<file path="src/rtl/nand_input_conditioner_pkg.sv">
// Shared definitions for the NAND tile input path: conditioner state encoding,
// default timing parameters and operand bit indices.
package nand_tile_pkg;

   typedef enum logic [0:0] {
      STABLE   = 1'b0,
      SETTLING = 1'b1
   } cond_state_t;

   localparam int DEF_NBITS           = 2;
   localparam int DEF_SYNC_STAGES     = 2;
   localparam int DEF_DEBOUNCE_CYCLES = 16;

   localparam int OP_A = 0;
   localparam int OP_B = 1;

endpackage

</file>
<file path="src/rtl/nand_input_conditioner_if.sv">
// Pad-to-gate operand bundle: raw pad bits in, debounced levels and edge events out.
interface nand_input_conditioner_if #(
   parameter int NBITS = 2
);

   logic [NBITS-1:0] raw_in;
   logic [NBITS-1:0] clean_out;
   logic [NBITS-1:0] rise_pulse;
   logic [NBITS-1:0] fall_pulse;
   logic             settled;

   // The pad/tile side drives the raw bits and consumes the conditioned view.
   modport master (
      output raw_in,
      input  clean_out,
      input  rise_pulse,
      input  fall_pulse,
      input  settled
   );

   modport slave (
      input  raw_in,
      output clean_out,
      output rise_pulse,
      output fall_pulse,
      output settled
   );

endinterface

</file>
<file path="src/rtl/nand_input_conditioner_debounce_bit.sv">
// One conditioned input bit: synchroniser, settle counter and STABLE/SETTLING FSM,
// with registered one-cycle rise/fall events on each accepted level change.
module debounce_bit
   import nand_tile_pkg::*;
#(
   parameter int SYNC_STAGES     = DEF_SYNC_STAGES,
   parameter int DEBOUNCE_CYCLES = DEF_DEBOUNCE_CYCLES
) (
   input  logic clk,
   input  logic rst_n,
   input  logic ena,
   input  logic raw,
   output logic clean,
   output logic rise,
   output logic fall,
   output logic stable
);

   localparam int                CNT_W      = $clog2(DEBOUNCE_CYCLES);
   localparam logic [CNT_W-1:0]  CNT_LAST   = CNT_W'(DEBOUNCE_CYCLES - 1);
   localparam logic [0:0]        S_STABLE   = STABLE;
   localparam logic [0:0]        S_SETTLING = SETTLING;

   logic [SYNC_STAGES-1:0] sync_q;
   logic                   sync;
   logic [0:0]             state;
   logic [CNT_W-1:0]       cnt;

   assign sync   = sync_q[SYNC_STAGES-1];
   assign stable = (state == S_STABLE);

   // NOTE: all state is updated with non-blocking assignments so every flop
   // samples pre-edge values; blocking here would collapse the synchroniser chain.
   always_ff @(posedge clk) begin
      if (!rst_n) begin
         sync_q <= '0;
         clean  <= 1'b0;
         rise   <= 1'b0;
         fall   <= 1'b0;
         cnt    <= '0;
         state  <= S_STABLE;
      end else if (!ena) begin
         // Frozen tile: hold everything, but never repeat an event pulse.
         rise <= 1'b0;
         fall <= 1'b0;
      end else begin
         sync_q <= {sync_q[SYNC_STAGES-2:0], raw};
         rise   <= 1'b0;
         fall   <= 1'b0;
         cnt    <= '0;
         case (state)
            S_STABLE: begin
               if (sync != clean) state <= S_SETTLING;
            end
            S_SETTLING: begin
               if (sync == clean) begin
                  state <= S_STABLE;
               end else if (cnt == CNT_LAST) begin
                  clean <= sync;
                  rise  <= sync;
                  fall  <= ~sync;
                  state <= S_STABLE;
               end else begin
                  cnt <= cnt + CNT_W'(1);
               end
            end
            default: state <= S_STABLE;
         endcase
      end
   end

endmodule

</file>
<file path="src/rtl/nand_input_conditioner.sv">
// NAND tile input conditioner: NBITS independent debounced operand bits plus
// an aggregate settled flag for the status logic.
module nand_input_conditioner
   import nand_tile_pkg::*;
#(
   parameter int NBITS           = DEF_NBITS,
   parameter int SYNC_STAGES     = DEF_SYNC_STAGES,
   parameter int DEBOUNCE_CYCLES = DEF_DEBOUNCE_CYCLES
) (
   input logic                      clk,
   input logic                      rst_n,
   input logic                      ena,
   nand_input_conditioner_if.slave  bus
);

   logic [NBITS-1:0] clean_vec;
   logic [NBITS-1:0] rise_vec;
   logic [NBITS-1:0] fall_vec;
   logic [NBITS-1:0] stable_vec;

   for (genvar i = 0; i < NBITS; i++) begin : g_bit
      debounce_bit #(
         .SYNC_STAGES     (SYNC_STAGES),
         .DEBOUNCE_CYCLES (DEBOUNCE_CYCLES)
      ) u_bit (
         .clk    (clk),
         .rst_n  (rst_n),
         .ena    (ena),
         .raw    (bus.raw_in[i]),
         .clean  (clean_vec[i]),
         .rise   (rise_vec[i]),
         .fall   (fall_vec[i]),
         .stable (stable_vec[i])
      );
   end

   assign bus.clean_out  = clean_vec;
   assign bus.rise_pulse = rise_vec;
   assign bus.fall_pulse = fall_vec;
   // Pure reduction over state flops; raw_in has no path to any output.
   assign bus.settled    = &stable_vec;

endmodule

</file>
<file path="src/flat_wrapper.sv">
// flat-port wrapper written by rule: the top's interface ports become plain ports
module nand_input_conditioner_flat import nand_tile_pkg::*;
#(
   parameter int NBITS           = DEF_NBITS,
   parameter int SYNC_STAGES     = DEF_SYNC_STAGES,
   parameter int DEBOUNCE_CYCLES = DEF_DEBOUNCE_CYCLES
)
  (clk, rst_n, ena, bus_raw_in, bus_clean_out, bus_rise_pulse, bus_fall_pulse, bus_settled);
  nand_input_conditioner_if #(.NBITS(NBITS)) bus_i ();
  input logic clk;
  input logic rst_n;
  input logic ena;
  input wire logic [$bits(bus_i.raw_in)-1:0] bus_raw_in;
  output wire logic [$bits(bus_i.clean_out)-1:0] bus_clean_out;
  output wire logic [$bits(bus_i.rise_pulse)-1:0] bus_rise_pulse;
  output wire logic [$bits(bus_i.fall_pulse)-1:0] bus_fall_pulse;
  output wire logic [$bits(bus_i.settled)-1:0] bus_settled;
  assign bus_i.raw_in = bus_raw_in;
  assign bus_clean_out = bus_i.clean_out;
  assign bus_rise_pulse = bus_i.rise_pulse;
  assign bus_fall_pulse = bus_i.fall_pulse;
  assign bus_settled = bus_i.settled;
  nand_input_conditioner #(.NBITS(NBITS), .SYNC_STAGES(SYNC_STAGES), .DEBOUNCE_CYCLES(DEBOUNCE_CYCLES)) u_core (.clk(clk), .rst_n(rst_n), .ena(ena), .bus(bus_i));
endmodule
</file>
<file path="config.mk">
export PLATFORM = sky130hd
export DESIGN_NAME = nand_input_conditioner_flat
export DESIGN_NICKNAME = d
export VERILOG_FILES = /design/src/rtl/nand_input_conditioner_pkg.sv /design/src/rtl/nand_input_conditioner_if.sv /design/src/rtl/nand_input_conditioner_debounce_bit.sv /design/src/rtl/nand_input_conditioner.sv /design/src/flat_wrapper.sv
export SDC_FILE = /design/constraint.sdc
export NUM_CORES = 1
export LEC_CHECK = 0
export CAP_MARGIN = 10
export CORE_MARGIN = 3
export CORE_UTILIZATION = 52
export CTS_CLUSTER_DIAMETER = 30
export DETAILED_ROUTE_END_ITERATION = 10
export PLACE_DENSITY = 0.81
export SYNTH_ARGS = -nofsm -noshare
export SYNTH_HDL_FRONTEND = slang
export SYNTH_HIERARCHICAL = 1
export SYNTH_SLANG_ARGS = --single-unit
</file>
<file path="constraint.sdc">
create_clock -name clk -period 1.4 [get_ports clk]
set_input_delay 0.14 -clock clk [delete_from_list [all_inputs] [get_ports clk]]
set_output_delay 0.14 -clock clk [all_outputs]
set_load 0.03 [all_outputs]
</file>
# == Word-level counts from Yosys, hierarchy flattened ==
# Index checks and enable logic that the tools add are counted.
# totals
ff_bits,20
latch_bits,0
ramBits,0
mem_bits_ro,0
inputBits,5
output_inout_bits,7
n_memories,0
# classes
n_addsub,2
n_mul,0
div,0
n_lt_le_gt_ge,0
eq_ne,6
n_shift,0
muxes,14
bitwise_logic,10
reduce_logical,5
# ops
op,count
4-bit 2-to-1 mux,6
1-bit NOT,10
5-bit OR reduction,2
4-bit by 1-bit adder with 4-bit output (second input constant),2
4-bit == test (second input constant),2
4-bit AND reduction,2
1-bit 2-to-1 mux,6
1-bit one-hot mux with 2 select lines,2
1-bit == test,2
1-bit != test,2
2-bit AND reduction,1

# == Longest topological paths before layout ==
# Gate-level depths: netlist (run 1).
# depth
depth_word,4
ltp_mapped,4
mapped_depth_nobuf,4

# == Modules after synthesis ==
# The synthesis (run 1) kept the hierarchy.
# modules_own_cells
mod,instances,cells_each,area_per_inst_um2,seq_area_each_um2
debounce_bit,2,47,449.2,200.2
nand_input_conditioner,1,1,6.3,0.0

# == Worst setup path before layout (run 1) ==
# Ideal clock, no wire load.
# synth_path
path_type,register to register
start,register u_core.g_bit[0].u_bit.clean
end,register u_core.g_bit[0].u_bit.cnt[3]
arrival_ps,1123
required_ps,1304
slack_ps,182
path_stages_with_launch,4
path_buffers,0
path_cell_list,dfxtp_1 xor2_2 nand2_2 o41ai_2
# synth_between
elab_chain_len,3
# synth_lines
element,line,text
"start, declared",nand_input_conditioner_debounce_bit.sv:13,"output logic clean,"
"start signal, assigned",nand_input_conditioner_debounce_bit.sv:59,clean <= sync;
1-bit == test,nand_input_conditioner_debounce_bit.sv:56,if (sync == clean) begin
4-bit 2-to-1 mux,nand_input_conditioner_debounce_bit.sv:56,
4-bit 2-to-1 mux,nand_input_conditioner_debounce_bit.sv:51,case (state)
"end signal, assigned",nand_input_conditioner_debounce_bit.sv:64,cnt <= cnt + CNT_W'(1);
"end, declared",nand_input_conditioner_debounce_bit.sv:27,logic [CNT_W-1:0] cnt;
# Every way passes these cells.
# A chain may end at the register's enable or synchronous reset.

# == Worst setup path after layout (run 1) ==
# layout_path
start,register u_core.g_bit[1].u_bit.clean
end,output port bus_clean_out[1]
# layout_lines
element,line,text
"start, declared",nand_input_conditioner_debounce_bit.sv:13,
"start signal, assigned",nand_input_conditioner_debounce_bit.sv:59,
"end, declared",flat_wrapper.sv:14,output wire logic [$bits(bus_i.clean_out)-1:0] bus_clean_out;
# No word-level cell between the ends.

==> results of run 1 <==
[cell usage in the layout (no fill, tap or decap), types with 2 or more instances in the layout]
master and instances:
nor2_1 8, and2_1 3, dlygate4sd2_1 6, a21oi_1 4, xor2_2 2, o22ai_1 2
o31ai_1 2, nand3_1 8, dfxtp_1 20, a31oi_1 2, and4b_2 4, o41ai_2 2
buf_4 8, inv_1 8, and3_1 2, clkdlybuf4s50_1 4, xor2_1 2, or3_1 2
nand2_2 2, nand4b_1 2, ha_1 2, mux2i_1 4, o21ai_0 2, a32oi_1 2
clkbuf_4 3, nand2_1 6, o2111ai_1 2
[logic make-up after synthesis]
family,count (synthesis),share of synthesized area
buf+inv,10,0.0443
xor+xnor,4,0.0553
simple gates,37,0.234
compound gates,18,0.152
fa+ha+maj,2,0.0277
flops,20,0.443
mux,4,0.0443
[Yosys cell counts (all sizes together)]
cell / instances / area share
buf: 2 / 0.011
and4b: 4 / 0.050
o22ai: 2 / 0.014
dfxtp: 20 / 0.44
ha: 2 / 0.028
or3: 2 / 0.014
a21oi: 4 / 0.022
xor2: 4 / 0.055
and3: 2 / 0.014
o21ai: 2 / 0.011
o41ai: 2 / 0.036
nand3: 8 / 0.044
inv: 8 / 0.033
a31oi: 2 / 0.014
nand4b: 2 / 0.019
and2: 3 / 0.021
o2111ai: 2 / 0.019
o31ai: 2 / 0.017
nand2: 8 / 0.039
a32oi: 2 / 0.019
mux2i: 4 / 0.044
nor2: 8 / 0.033
[flip-flops by register name (all words and copies together), names as in the netlist]
name                       flops
u_core/g_bit.u_bit/sync_q      4
u_core/g_bit.u_bit/rise        2
u_core/g_bit.u_bit/fall        2
u_core/g_bit.u_bit/clean       2
u_core/g_bit.u_bit/cnt         8
u_core/g_bit.u_bit/state       2
[worst paths after layout]
path,end,slack (ns),cells after the start
worst min register to register,u_core/g_bit[0].u_bit/cnt[0],0.51,2
worst min-delay path,u_core/g_bit[1].u_bit/sync_q[0],0.44,3
worst max register to register,u_core/g_bit[0].u_bit/cnt[3],0.13,3
worst max-delay path,bus_clean_out[1],0.09,1
[power by group]
part / leakage (nW) / internal (mW) / switching, mW
clock network: 0.0138 / 0.101 / 0.168
logic: 0.290 / 0.0336 / 0.0365
registers: 0.162 / 0.575 / 0.00647
[through the flow]
stage | area [um2] | hold WS, ns
after global routing | 1090 | 0.485
after CTS | 1100 | 0.445
after global placement | 1080 | 0.474
final | 1090 | 0.444
after detailed placement | 1080 | 0.490
after floorplan | 905 | 0.287
[layer usage]
layer,part of all wire,global-route usage
met5,0,0
met4,0.043,0.145
met3,0.042,0.0226
met2,0.47,0.311
met1,0.45,0.251
[final cells by class]
cell class	instances	area (um2)
Timing Repair Buffer	19	158
Fill cell	133	482
Inverter	8	30.0
Tap cell	16	20.0
Multi-Input combinational cell	65	464
Sequential cell	20	400
Clock buffer	3	22.5
==> results.cfg, run 1 <==
[run_status]
status = finished clean

[cells_and_area]
synthToLayoutAreaGrowth_pct = 21.0
antenna_cells = 0
final_nets = 124
drive_above_1_share = 0.191
stdcell_count = 131
fin_util = 0.694

[detailed_routing]
drt-initial-drc-count = 18
ant_nets = 0
dr_total_vias = 778
via_per_inst = 5.94
wire_per_inst_um = 14.6
wirelength_um = 1910
first_pass_iters = 4
route.detailed.drc = 0

[critical_path]
regToRegStartpoint = u_core/g_bit[0].u_bit/sync_q[1]
path_cells = dlygate4sd2_1
worst_setup_path_end_kind = primary output
required_ns = 1.26
cpMaxStageDelayCell = dfxtp_1
path_class = flop to primary output
cp_max_fo = 5
cpLargestDelayFamily = flip-flops
crit_start = u_core/g_bit[1].u_bit/clean
critPathLaunchType = flop
path_buf_inv = 1
cpPeakStageDelay_ns = 0.44
worstPathArrival_ns = 1.17

[clocking]
cts_tree = yes
cts_max_level = 1
clock_path_buffers = 2
path_clk_slew_ns = 0.10
post_cts_resized = 7
cts_root_buf = clkbuf_4
hold_buffers = 0
cts_buffers = 3
cts_setup_buffers = 0
clock_latency_ns = 0.30
clkSinkCount = 20

[grt]
grt_remaining_overflow = 0
grt_pass1_vias = 714
gr-usage-all-layers = 0.199
grt_max_degree = 11
grt_antenna_before_repair = 0
grt_pass1_wl_um = 3090

[synth]
netlist_area_um2 = 905
synth_area_per_cell_um2 = 9.52
ys_seq_area_frac = 0.443
ys_warn_count = 6
synthesis.nets = 102
syn_inst = 95
ys_ff_latch = 20
synth.distinct_cells = 24

[timing]
max_freq_ghz = 0.766
hold_violations = 0
maxSlewViolCount = 0
fin_crit_ns = 1.31
worstMarginPinSlew_ns = 0.303
setup_viol = 0
relSlewSlack = 0.799
fin_tns_setup_ns = 0
clock_skew_ns = 0.000541
worst_slack_ns = 0.0940
min_period_over_period = 0.933
rsz0062_at_grt = false

[placed_design]
dpl.cell_count = 128
place.gp.congestion = 0.751
dp_hpwl_um = 1490
preCtsSetupSlack_ns = -0.0486
numPortBuffers = 11

[floorplan]
die_x_um = 47.7
core_um2 = 1580
fp.dieH_um = 47.7
io_pins = 12
die-area_um2 = 2280
start_util = 0.574
core.rowCount = 14

[worst_hold_path]
min_path_type = primary input to flop
hold_start = bus_raw_in[1]

[pwr]
power.total_mw = 0.920
p_leak_nw = 0.465
vdd_drop_max_mv = 0.598
power_density_nw_per_um2 = 840

[run]
drv_cap = 0
Power figures use the tool's default switching activity.
==> inputs of run 2 (changes only) <==
--- a/config.mk
+++ b/config.mk
@@ -8,9 +8,10 @@
 export CAP_MARGIN = 10
 export CORE_MARGIN = 3
 export CORE_UTILIZATION = 52
-export CTS_CLUSTER_DIAMETER = 30
+export CTS_CLUSTER_DIAMETER = 100
 export DETAILED_ROUTE_END_ITERATION = 10
 export PLACE_DENSITY = 0.81
+export SETUP_SLACK_MARGIN = 0.2
 export SYNTH_ARGS = -nofsm -noshare
 export SYNTH_HDL_FRONTEND = slang
 export SYNTH_HIERARCHICAL = 1
==> run 2 against run 1 <==
  * Sequential share of layout area is 1.0 points lower
  * Via count down 1.2%
  * Critical path depth is 3 higher
  * Clock power is 7.4% lower
  * Global-route usage is 0.81 points lower
  * Clock skew is 0.0020 ns higher
  * Utilization increased by 3.8 points
  * Sequential power is essentially flat
  * Worst setup slack improved by 0.11 ns
  * First-iteration DRC count is 11% lower
  * Non-clock buffer count rose by 3
  * Total power down 1.6%
  * Critical endpoint is now u_core/g_bit[1].u_bit/cnt[2]
==> results.cfg, run 2 (synthesis gave the netlist of run 1 again) <==
[run_status]
status = finished clean

[floorplan]
die-area_um2 = 2280
core.rowCount = 14
start_util = 0.574
core_um2 = 1580
fp.dieH_um = 47.7
die_x_um = 47.7
io_pins = 12

[detailed_routing]
ant_nets = 0
wirelength_um = 2050
wire_per_inst_um = 15.3
via_per_inst = 5.74
drt-initial-drc-count = 16
first_pass_iters = 4
dr_total_vias = 769
route.detailed.drc = 0

[grt]
grt_pass1_vias = 733
grt_remaining_overflow = 0
gr-usage-all-layers = 0.191
grt_antenna_before_repair = 0
grt_max_degree = 11
grt_pass1_wl_um = 3050

[worst_hold_path]
min_path_type = primary input to flop

[timing]
clock_skew_ns = 0.00255
hold_violations = 0
min_period_over_period = 0.851
setup_viol = 0
rsz0062_at_grt = true
finalHoldWorstSlack_ns = 0.458
fin_tns_setup_ns = 0
relSlewSlack = 0.796
worst_slack_ns = 0.208
maxSlewViolCount = 0
max_freq_ghz = 0.839
worstMarginPinSlew_ns = 0.308
fin_crit_ns = 1.19

[pwr]
power_density_nw_per_um2 = 784
pwr-share-comb = 0.082
p_sw_mw = 0.194
intPower_mw = 0.711
power.total_mw = 0.905
p_seq_frac = 0.643
vdd_drop_max_mv = 0.767
p_leak_nw = 0.471
switching_share = 0.214
clockPowerShare = 0.275

[critical_path]
required_ns = 1.62
critPathLaunchType = flop
worst_setup_path_end_kind = flop
cp_max_fo = 3
path_class = flop to flop
worstPathArrival_ns = 1.41
reg2reg_setup_slack_ns = 0.21

[cells_and_area]
ff_latch_area_um2 = 410
regMostFlops = u_core/g_bit.u_bit/cnt
final_nets = 127
drive_above_1_share = 0.364
fin_util = 0.733
layout_common_cells = dfxtp_1, buf_4, inv_1, dfxtp_2
multi_input_area_um2 = 493
final_common_cell = dfxtp_1
num-fill-cells = 129
synthToLayoutAreaGrowth_pct = 27.7
largest_reg_flops = 8
largest_registers = u_core/g_bit.u_bit/cnt x8, u_core/g_bit.u_bit/sync_q x4
antenna_cells = 0

[clocking]
cts_tree = yes
clock_path_buffers = 2
cts_buffers = 3
path_clk_slew_ns = 0.09
cts_root_buf = clkbuf_4
clock_latency_ns = 0.29
cts_max_level = 1
clkSinkCount = 20

[placed_design]
dp_hpwl_um = 1460
preCtsSetupSlack_ns = -0.0256
place.gp.congestion = 0.774
numPortBuffers = 11

[run]
drv_cap = 0
## run 2: cell types whose count changed in the layout (fill, tap and decap cells not counted), moves of 2 or more
cell	delta
and3_1	-2
and3_4	+2
buf_4	+3
dfxtp_1	-8
dfxtp_2	+8
dlygate4sd2_1	-2
nand3_1	-2
nand3_2	+2
nor2_1	-2
nor2_2	+2
## run 2: layer usage
layer / vias to the layer above / GRT usage / wire length (um)
li1: 390 / - / -
met1: 357 / 0.232 / 971
met2: 18 / 0.303 / 974
met3: 4 / 0.0789 / 77
met4: 0 / 0.0699 / 23
met5: - / 0 / 0
## run 2: area by class of cell
| class | count | area share |
|---|---|---|
| clock buffer | 3 | 0.0195 |
| inverter | 8 | 0.0260 |
| multi-input combinational | 65 | 0.427 |
| sequential | 20 | 0.355 |
| tap | 16 | 0.0173 |
| timing repair buffer | 22 | 0.155 |
## run 2: path summary, 6_finish.rpt
path                                                   start                              end  cells after the start
worst min register to register  u_core/g_bit[0].u_bit/cnt[0]     u_core/g_bit[0].u_bit/cnt[0]                      2
worst max register to register  u_core/g_bit[1].u_bit/cnt[1]     u_core/g_bit[1].u_bit/cnt[2]                      4
worst max-delay path            u_core/g_bit[1].u_bit/cnt[1]     u_core/g_bit[1].u_bit/cnt[2]                      4
worst min-delay path                           bus_raw_in[0]  u_core/g_bit[0].u_bit/sync_q[0]                      3
## run 2: power groups by stage
| stage | clock [mW] | sequential [mW] | combinational [mW] |
|---|---|---|---|
| after floorplan | 0 | 0.593 | 0.0340 |
| after global placement | 0 | 0.594 | 0.0687 |
| after detailed placement | 0 | 0.594 | 0.0704 |
| after CTS | 0.255 | 0.581 | 0.0728 |
| after global routing | 0.283 | 0.582 | 0.0802 |
| final | 0.249 | 0.582 | 0.0744 |
## run 2: worst max-delay path: stages, from the launching register on
cell	delay, ns
dfxtp_1	0.37
ha_1	0.21
inv_1	0.07
or3_1	0.35
o22ai_1	0.12
## run 2: repair_timing
action / 4_1_cts / 5_1_grt
buffers inserted: 2 / 1
setup endpoints to repair: 11 / 12
pin swaps: 3 / 2
hold buffers: 0 / 0
gates resized for setup: 13 / 14
## run 2: metrics by stage
stage          std cells  instance area (um2)
2_1_floorplan         95                  907
3_3_place_gp         128                 1090
3_5_place_dp         128                 1090
4_1_cts              133                 1130
5_1_grt              134                 1150
6_report             134                 1150
